File: src/rtl/reset_sequencer_pkg.sv
// -----------------------------------------------------------------------------
// reset_sequencer_pkg
// Shared definitions for the pong staged reset controller and the other pong
// clock-domain blocks that reuse the power-on hold length.
//   state_t             : sequencer FSM encoding (HOLD, WAIT_ACK, GAP, RUN)
//   STATE_W / STAGE_W   : widths of the state register and of the stage index
//   DEFAULT_HOLD_CYCLES : power-on hold length used across the pong design
// -----------------------------------------------------------------------------
package reset_sequencer_pkg;

    localparam int unsigned STATE_W = 2;
    localparam int unsigned STAGE_W = 3;

    localparam int unsigned DEFAULT_HOLD_CYCLES = 32'h000F_FFFF;

    typedef enum logic [STATE_W-1:0] {
        ST_HOLD     = 2'd0,
        ST_WAIT_ACK = 2'd1,
        ST_GAP      = 2'd2,
        ST_RUN      = 2'd3
    } state_t;

endpackage : reset_sequencer_pkg

File: src/rtl/reset_sync.sv
// -----------------------------------------------------------------------------
// reset_sync
// Two-flop reset synchronizer: asserts asynchronously with async_rst_in and
// releases synchronously, two clk edges after async_rst_in falls.
// Ports:
//   clk          in  : destination clock
//   async_rst_in in  : active-high asynchronous reset request
//   sync_rst_out out : active-high reset, deassertion aligned to clk
// -----------------------------------------------------------------------------
module reset_sync (
    input  logic clk,
    input  logic async_rst_in,
    output logic sync_rst_out
);

    logic [1:0] sync_r;

    // Shift zeros in once the asynchronous request is gone.
    always_ff @(posedge clk or posedge async_rst_in) begin
        if (async_rst_in) begin
            sync_r <= 2'b11;
        end else begin
            sync_r <= {sync_r[0], 1'b0};
        end
    end

    assign sync_rst_out = sync_r[1];

endmodule : reset_sync

File: src/rtl/reset_sequencer.sv
// -----------------------------------------------------------------------------
// reset_sequencer
// Staged reset controller for the pong design. Stretches the board reset
// button into a long hold, then releases NUM_STAGES reset domains one by one
// (bit 0 first), waiting for each domain's ready ack (bounded by a timeout)
// plus an idle gap before releasing the next. A soft reset request from the
// game logic re-runs the whole sequence.
// Ports:
//   clk          in  : system clock
//   rst_button   in  : board reset, asynchronous, active-high
//   soft_rst_req in  : synchronous active-high request to restart the sequence
//   stage_ack    in  : per-domain ready acknowledge
//   rst_out      out : per-domain active-high reset
//   sys_ready    out : all domains released and acknowledged
//   cur_stage    out : index of the stage being released/awaited
//   timeout_err  out : sticky flag, some stage ack timed out
// -----------------------------------------------------------------------------
module reset_sequencer
    import reset_sequencer_pkg::*;
#(
    parameter int unsigned NUM_STAGES  = 3,
    parameter int unsigned HOLD_CYCLES = DEFAULT_HOLD_CYCLES,
    parameter int unsigned STAGE_GAP   = 16,
    parameter int unsigned ACK_TIMEOUT = 1024,
    parameter int unsigned CNT_W       = 20
) (
    input  logic                  clk,
    input  logic                  rst_button,
    input  logic                  soft_rst_req,
    input  logic [NUM_STAGES-1:0] stage_ack,
    output logic [NUM_STAGES-1:0] rst_out,
    output logic                  sys_ready,
    output logic [STAGE_W-1:0]    cur_stage,
    output logic                  timeout_err
);

    // Terminal counts: every wait ends on an exact match, so the counter
    // never has to wrap.
    localparam logic [CNT_W-1:0]   HOLD_LAST  = CNT_W'(HOLD_CYCLES - 32'd1);
    localparam logic [CNT_W-1:0]   GAP_LAST   = CNT_W'(STAGE_GAP - 32'd1);
    localparam logic [CNT_W-1:0]   ACK_LAST   = CNT_W'(ACK_TIMEOUT - 32'd1);
    localparam logic [STAGE_W-1:0] LAST_STAGE = STAGE_W'(NUM_STAGES - 32'd1);

    logic                  int_rst_s;
    logic                  ack_sel_s;
    state_t                state_r;
    logic [CNT_W-1:0]      cnt_r;
    logic [NUM_STAGES-1:0] rst_out_r;
    logic                  sys_ready_r;
    logic [STAGE_W-1:0]    cur_stage_r;
    logic                  timeout_err_r;

    reset_sync u_reset_sync (
        .clk          (clk),
        .async_rst_in (rst_button),
        .sync_rst_out (int_rst_s)
    );

    // Pick the ack of the stage currently awaited; other bits are ignored.
    always_comb begin
        ack_sel_s = 1'b0;
        for (int i = 0; i < int'(NUM_STAGES); i++) begin
            ack_sel_s = ack_sel_s | (stage_ack[i] & (cur_stage_r == STAGE_W'(i)));
        end
    end

    // Sequencer FSM with registered outputs.
    always_ff @(posedge clk or posedge int_rst_s) begin
        if (int_rst_s) begin
            state_r       <= ST_HOLD;
            cnt_r         <= {CNT_W{1'b0}};
            rst_out_r     <= {NUM_STAGES{1'b1}};
            sys_ready_r   <= 1'b0;
            cur_stage_r   <= {STAGE_W{1'b0}};
            timeout_err_r <= 1'b0;
        end else if (soft_rst_req) begin
            // Restart the full sequence; the timeout history is kept so the
            // game logic can still report it after its own restart.
            state_r     <= ST_HOLD;
            cnt_r       <= {CNT_W{1'b0}};
            rst_out_r   <= {NUM_STAGES{1'b1}};
            sys_ready_r <= 1'b0;
            cur_stage_r <= {STAGE_W{1'b0}};
        end else begin
            case (state_r)
                ST_HOLD: begin
                    if (cnt_r == HOLD_LAST) begin
                        // Bits release strictly in order, so a left shift
                        // clears exactly the next stage's reset.
                        rst_out_r <= rst_out_r << 1;
                        cnt_r     <= {CNT_W{1'b0}};
                        state_r   <= ST_WAIT_ACK;
                    end else begin
                        cnt_r <= cnt_r + CNT_W'(1);
                    end
                end
                ST_WAIT_ACK: begin
                    if (ack_sel_s || (cnt_r == ACK_LAST)) begin
                        timeout_err_r <= timeout_err_r | ~ack_sel_s;
                        cnt_r         <= {CNT_W{1'b0}};
                        if (cur_stage_r == LAST_STAGE) begin
                            sys_ready_r <= 1'b1;
                            state_r     <= ST_RUN;
                        end else begin
                            state_r <= ST_GAP;
                        end
                    end else begin
                        cnt_r <= cnt_r + CNT_W'(1);
                    end
                end
                ST_GAP: begin
                    if (cnt_r == GAP_LAST) begin
                        cur_stage_r <= cur_stage_r + STAGE_W'(1);
                        rst_out_r   <= rst_out_r << 1;
                        cnt_r       <= {CNT_W{1'b0}};
                        state_r     <= ST_WAIT_ACK;
                    end else begin
                        cnt_r <= cnt_r + CNT_W'(1);
                    end
                end
                ST_RUN: begin
                    // Domains stay released; later ack drops are ignored.
                    state_r <= ST_RUN;
                end
                default: begin
                    state_r     <= ST_HOLD;
                    cnt_r       <= {CNT_W{1'b0}};
                    rst_out_r   <= {NUM_STAGES{1'b1}};
                    sys_ready_r <= 1'b0;
                    cur_stage_r <= {STAGE_W{1'b0}};
                end
            endcase
        end
    end

    assign rst_out     = rst_out_r;
    assign sys_ready   = sys_ready_r;
    assign cur_stage   = cur_stage_r;
    assign timeout_err = timeout_err_r;

endmodule : reset_sequencer
File: config.mk
export PLATFORM = sky130hd
export DESIGN_NAME = reset_sequencer
export DESIGN_NICKNAME = d
export VERILOG_FILES = /design/src/rtl/reset_sequencer_pkg.sv /design/src/rtl/reset_sync.sv /design/src/rtl/reset_sequencer.sv
export SDC_FILE = /design/constraint.sdc
export NUM_CORES = 1
export LEC_CHECK = 0
export ABC_AREA = 0
export CAP_MARGIN = 15
export CORE_MARGIN = 1.5
export CORE_UTILIZATION = 30
export DETAILED_ROUTE_END_ITERATION = 8
export PLACE_DENSITY = 0.58
export SLEW_MARGIN = 20
export SYNTH_ARGS = -nofsm -noshare
export SYNTH_HDL_FRONTEND = slang
export SYNTH_SLANG_ARGS = --single-unit
File: constraint.sdc
create_clock -name clk -period 1.1 [get_ports clk]
set_clock_uncertainty 0.05 [all_clocks]
set_input_delay 0.22 -clock clk [delete_from_list [all_inputs] [get_ports clk]]
set_output_delay 0.22 -clock clk [all_outputs]
set_load 0.005 [all_outputs]
Word level (Yosys, flattened, before mapping). Index checks and enable logic that the tools add are counted.

Bits in registers: 32. Bits of input ports: 6. Output and inout port bits: 8. Word-level logic and storage cells: 65.

Add/subtract/negate cells: 2. Equality and inequality tests: 11. Muxes and demuxes: 22. Bitwise gates (word level): 8. Reductions and logical operators: 15.

Operators with widths (count): $mux 20 (4); $pmux 20 s3 (1); $add 20x1->20 const B (1); $eq 20x10->1 const B (1); $eq 20x20->1 const B (1); $eq 20x4->1 const B (1); $mux 3 (6); $reduce_and 3->1 (4); $reduce_bool 2->1 (5); $ne 3x3->1 const B (3); $mux 2 (4); $pmux 2 s4 (1); $pmux 3 s2 (1); $mux 1 (5); $eq 2x2->1 const B (2); $reduce_bool 4->1 (1); $add 3x1->3 const B (1); $and 1x1->1 (3); $eq 3x1->1 const B (1); $eq 3x2->1 const B (1); $logic_not 3->1 (1); $or 1x1->1 (3); $reduce_bool 3->1 (1); $eq 2x1->1 const B (1); 4 further kinds (5).

Longest topological paths before layout.
Depth after elaboration: 8. Depth in mapped cells: 9. Depth with buffers taken out: 8.

Hierarchy. From an unflattened synthesis, not the netlist that was laid out.

Cell total of the unflattened synthesis: 211. Area total of the unflattened synthesis: 1940.6 µm².

By module, submodules not included: reset_sequencer (times used 1, cells an instance 207, area an instance 1880.6 µm², seq. area each 754.5 µm²); reset_sync (times used 1, cells an instance 4, area an instance 60.1 µm², seq. area each 52.6 µm²).

Worst setup path before layout. No wires, ideal clock.

Kind: register -> register. Start point: register cnt_r[4]. End point: register state_r[0]. Setup time: 0.138 ns. Data arrival time: 2.088 ns. Data required time: 0.912 ns. Setup slack: -1.175 ns. Cell stages (with the launch flop): 7. Path buffers: 0. Clock period less this slack: 2.275 ns. Cell sequence: dfrtp_1 or4_1 or4_4 o21ai_2 o211ai_4 a2111oi_4 a211oi_1.

Cells in the longest elaborated chain, start to end: 4. Elaborated cells on any way between the ends: 8. Those cells by class: eq/ne: 6; reduce/logical: 2.

RTL lines: from (decl) (RTL line reset_sequencer.sv:47) `logic [CNT_W-1:0] cnt_r;`; from (signal assigned) (RTL line reset_sequencer.sv:71) `cnt_r <= {CNT_W{1'b0}};`; from (signal assigned) (RTL line reset_sequencer.sv:80) `cnt_r <= {CNT_W{1'b0}};`; from (signal assigned) (RTL line reset_sequencer.sv:91) `cnt_r <= {CNT_W{1'b0}};`; $eq 20x10->1 (RTL line reset_sequencer.sv:98) `if (ack_sel_s || (cnt_r == ACK_LAST)) begin`; $logic_or 1x1->1 (RTL line reset_sequencer.sv:98); $ne 3x3->1 (no line); $reduce_and 3->1 (no line) *; to (signal assigned) (RTL line reset_sequencer.sv:92) `state_r <= ST_WAIT_ACK;`; to (signal assigned) (RTL line reset_sequencer.sv:103) `state_r <= ST_RUN;`; to (signal assigned) (RTL line reset_sequencer.sv:105) `state_r <= ST_GAP;`; to (decl) (RTL line reset_sequencer.sv:46) `state_t state_r;`.

Mark *: on every way between the ends. The rest lies on a longest branch, timed or not. A chain may end at the register's enable or synchronous reset.

Worst setup path after layout. Ends and elaborated chain as after synthesis.

==> results by group <==
GRT
  • Met1 GRT Util: between 10% and 20%
  • GRT Util Overall: approximately 15%
  • M3 GR Usage: around 3.5%
  • Met2 GRT Util: around a quarter
  • Overflow after GRT: 0
  • Largest net degree at the start of global routing: 31
  • Layer with the highest usage: met2
  • First-pass GRT wire length: about 8.5 mm
  • Vias in the first global route: between 1500 and 2000
  • Initial antenna violation count: 0

STA
  • RSZ-0062 raised after global routing: true
  • Final Setup Violations: 36
  • Final min period: between 2 and 2.5 ns
  • Final WS setup: -1.114 ns
  • Max Freq: about 450 MHz
  • Tcrit/Tclk final: 201.3%
  • Final Hold Viols: 0
  • Setup TNS: -32.17 ns
  • Worst hold margin: between 0.2 and 0.25 ns
  • Pins Over Slew Limit: 0

Setup path
  • CP Data Arrival Time: 2.33 ns
  • Bufs and invs on worst path: 0
  • Cell chain of the critical path: or4_1, or4_4, o21ai_2, o211ai_4, a2111oi_4, a211oi_1
  • Max Fanout on Critical Path: 3
  • CP max-delay cell: or4_1
  • Crit start category: register
  • Worst R2R Path Depth: 6
  • CP Class: reg2reg
  • WP data required: around 1.2 ns
  • CP startpoint: cnt_r[4]
  • CP peak stage delay: roughly 0.51 ns
  • Reg-to-Reg Start: cnt_r[4]
  • Largest delay contributor family on the critical path: simple AND/OR/NAND/NOR gates
  • Critical path depth: 6
  • Critical path endpoint category: register

Logic synthesis
  • Syn Inst Count: 218
  • Synth Register Bits: 32
  • Synth Flop Type: dfrtp_1
  • Top cells by area, synth: dfrtp_1 (34%), dfstp_2 (6.7%), ha_1 (6.3%)
  • Yosys Warn Count: 0
  • Post-synthesis mux area share: 1.015%
  • Adder-Cell Fraction of Synth Area: ~6.3%
  • Syn Nets: roughly 230
  • Register area share after synthesis: between 40 and 50%
  • Compound-gate portion of the synthesized area: between 10% and 20%
  • Ys async rst share: 100.0%
  • Mapped cell area: around 2000 µm²
  • Post-synth EDFFs: 0
  • Post-synth top area share: 34.26%
  • Largest family of logic cells by synthesized area: simple AND/OR/NAND/NOR gates
  • Simple-gate portion of the synthesized area: between 20% and 30%
  • Synth unique cells: 41
  • Synth Area in XOR/XNOR: about 4.4%
  • Mapped Avg Cell Area: 9.045 µm²
  • Largest area contributor in the netlist: dfrtp_1

Pwr
  • Total Power: about 3900 µW
  • Switching share of power: between 30 and 40%
  • Clock share of power: a little under a quarter
  • Comb pwr share: between 40% and 50%
  • P_leak: approximately 0.0014 µW
  • P per Cell Area: 1282 nW/µm²
  • Pint: roughly 2600 µW
  • Peak supply drop: ~0.00091 V
  • Psw: between 1000 and 1500 µW
  • Sequential power share: 34.3%

Layout
  • Area growth from synthesis to layout: 54.06%
  • Cell Count, Final, Fillers Out: just under 400
  • Final #Nets: between 300 and 400
  • Diode count: 0
  • Layout cells sized above 1: 42.31%

Floorplanning
  • CORE AREA: 6350 µm²
  • Starting density of the core: a little under a third
  • Die span in x: approximately 84 µm
  • IO Pins: 14
  • FP Rows: 29
  • Die ar.: between 7000 and 8000 µm²
  • Die Y: 84.08 µm

Placed design
  • Post-DP HPWL: 3.362 mm
  • Post-place setup slack: -1.120 ns
  • Inst Count DP: approximately 370
  • GPL Wtd Cong: approximately 0.8
  • IO Port Bufs: 13

Drt
  • Pre-Repair DR Iteration Count: 4
  • # DRC: 0
  • First DRT Iteration DRCs: around 100
  • Via count: approximately 1900
  • Via density per instance: about 4.8
  • Total wire length: 4.757 mm
  • Wire per inst: 12.23 µm
  • ANT nets after route: 0

Outcome
  • Failing checks: negative setup slack
  • Status: complete, but fails checks

Clock network
  • Clk root buf: clkbuf_8
  • Clock H-tree levels: 2
  • Clk sink count: 32
  • CTS tree: done
  • Clk buf depth: 2
  • Skew-Pair Late Insertion Delay: between 0.2 and 0.3 ns
  • CTS buffer count: 5
  • CTS clk-pin slew, worst paths: roughly 0.07 ns

Worst hold path
  • Hold Crit Class: in2async

Flow run
  • Number of max-cap violations: 0
cells in the mapped netlist, types with 3 or more instances:
master / number
nor2_1: 32
dfrtp_1: 27
nand2_1: 23
inv_1: 15
nand3_1: 13
ha_1: 10
a22oi_1: 9
xnor2_1: 7
a31oi_1: 6
a21oi_1: 5
clkbuf_1: 5
dfstp_2: 5
nor4_1: 5
o21ai_0: 5
o21ai_1: 5
and2_1: 4
nand4_1: 4
nand3b_1: 3
o21ai_2: 3
xor2_1: 3
path summary, 6_finish.rpt:
check,endpoint,slack (ns)
setup / recovery,state_r[0],-1.11
hold / removal,u_reset_sync.sync_r[1],0.21
setup reg to reg,state_r[0],-1.11
hold reg to reg,sys_ready,0.23
max in group asynchronous,rst_out[2],0.54
min in group clk,u_reset_sync.sync_r[1],0.31
state kept, by name (all words and copies together) (netlist names):
signal / flops
timeout_err: 1
cnt_r: 20
cur_stage: 3
u_reset_sync.sync_r: 2
sys_ready: 1
state_r: 2
rst_out: 3
layout make-up:
cell class                      instances  area, µm²
Tap cell                               77      96.34
Inverter                               15      56.30
Fill cell                             597       3312
Clock buffer                            8      90.09
Sequential cell                        32      807.0
Timing Repair Buffer                   93      794.5
Multi-Input combinational cell        164       1194
cells by family after synthesis:
kind of cell | count (synthesis)
flip-flops | 32
AND/OR/NAND/NOR | 95
XOR/XNOR | 10
adder cells (fa/ha/maj) | 10
multiplexers | 2
buffers and inverters | 22
other | 1
AO/OA/AOI/OAI | 46
stage by stage:
step                utilization, %  instance area [µm²]
finish                       47.84                 3038
global route                 47.84                 3038
CTS                          47.05                 2988
detailed placement           43.98                 2793
global placement             43.98                 2793
floorplan                        -                 2017
cells in the final DEF, fill, tap and decap left out, types with 3 or more instances in the layout:
| cell type | instances |
|---|---|
| nand4_1 | 4 |
| o21ai_0 | 3 |
| nand3_1 | 11 |
| a22oi_2 | 9 |
| o21ai_1 | 4 |
| nor2_1 | 30 |
| buf_4 | 69 |
| clkbuf_8 | 6 |
| buf_12 | 5 |
| nand2_1 | 23 |
| ha_1 | 8 |
| xnor2_1 | 7 |
| nor4_1 | 4 |
| inv_1 | 13 |
| buf_2 | 5 |
| nand3b_1 | 3 |
| xor2_1 | 3 |
| a31oi_1 | 6 |
| buf_6 | 9 |
| and2_1 | 4 |
| o21ai_2 | 4 |
| o211ai_4 | 3 |
| dfstp_2 | 5 |
| clkdlybuf4s50_1 | 5 |
| a21oi_1 | 5 |
| dfrtp_1 | 27 |
per-layer routing:
layer / up-vias / share of wire (%)
met1: 891 / 48
met2: 18 / 49
met4: 0 / 0.34
met3: 3 / 3.2
li1: 949 / -
met5: - / 0
power by group through the flow:
stage               combinational (µW)  clock (µW)  sequential [µW]
CTS                               1590         975             1340
floorplan                          826           0             1400
detailed placement                1550           0             1360
global route                      1770        1020             1350
finish                            1620         936             1340
global placement                  1550           0             1360
repair_timing:
item / CTS / global route
endpoints found under the setup margin: 38 / 36
hold buffers: 0 / 0
hold endpoints to repair: 0 / 0
buffers inserted: 7 / 2
pin swaps: 6 / 6
gates resized for setup: 52 / 6
gates cloned: 0 / 0
No activity file was read; power rests on OpenSTA's default activity.
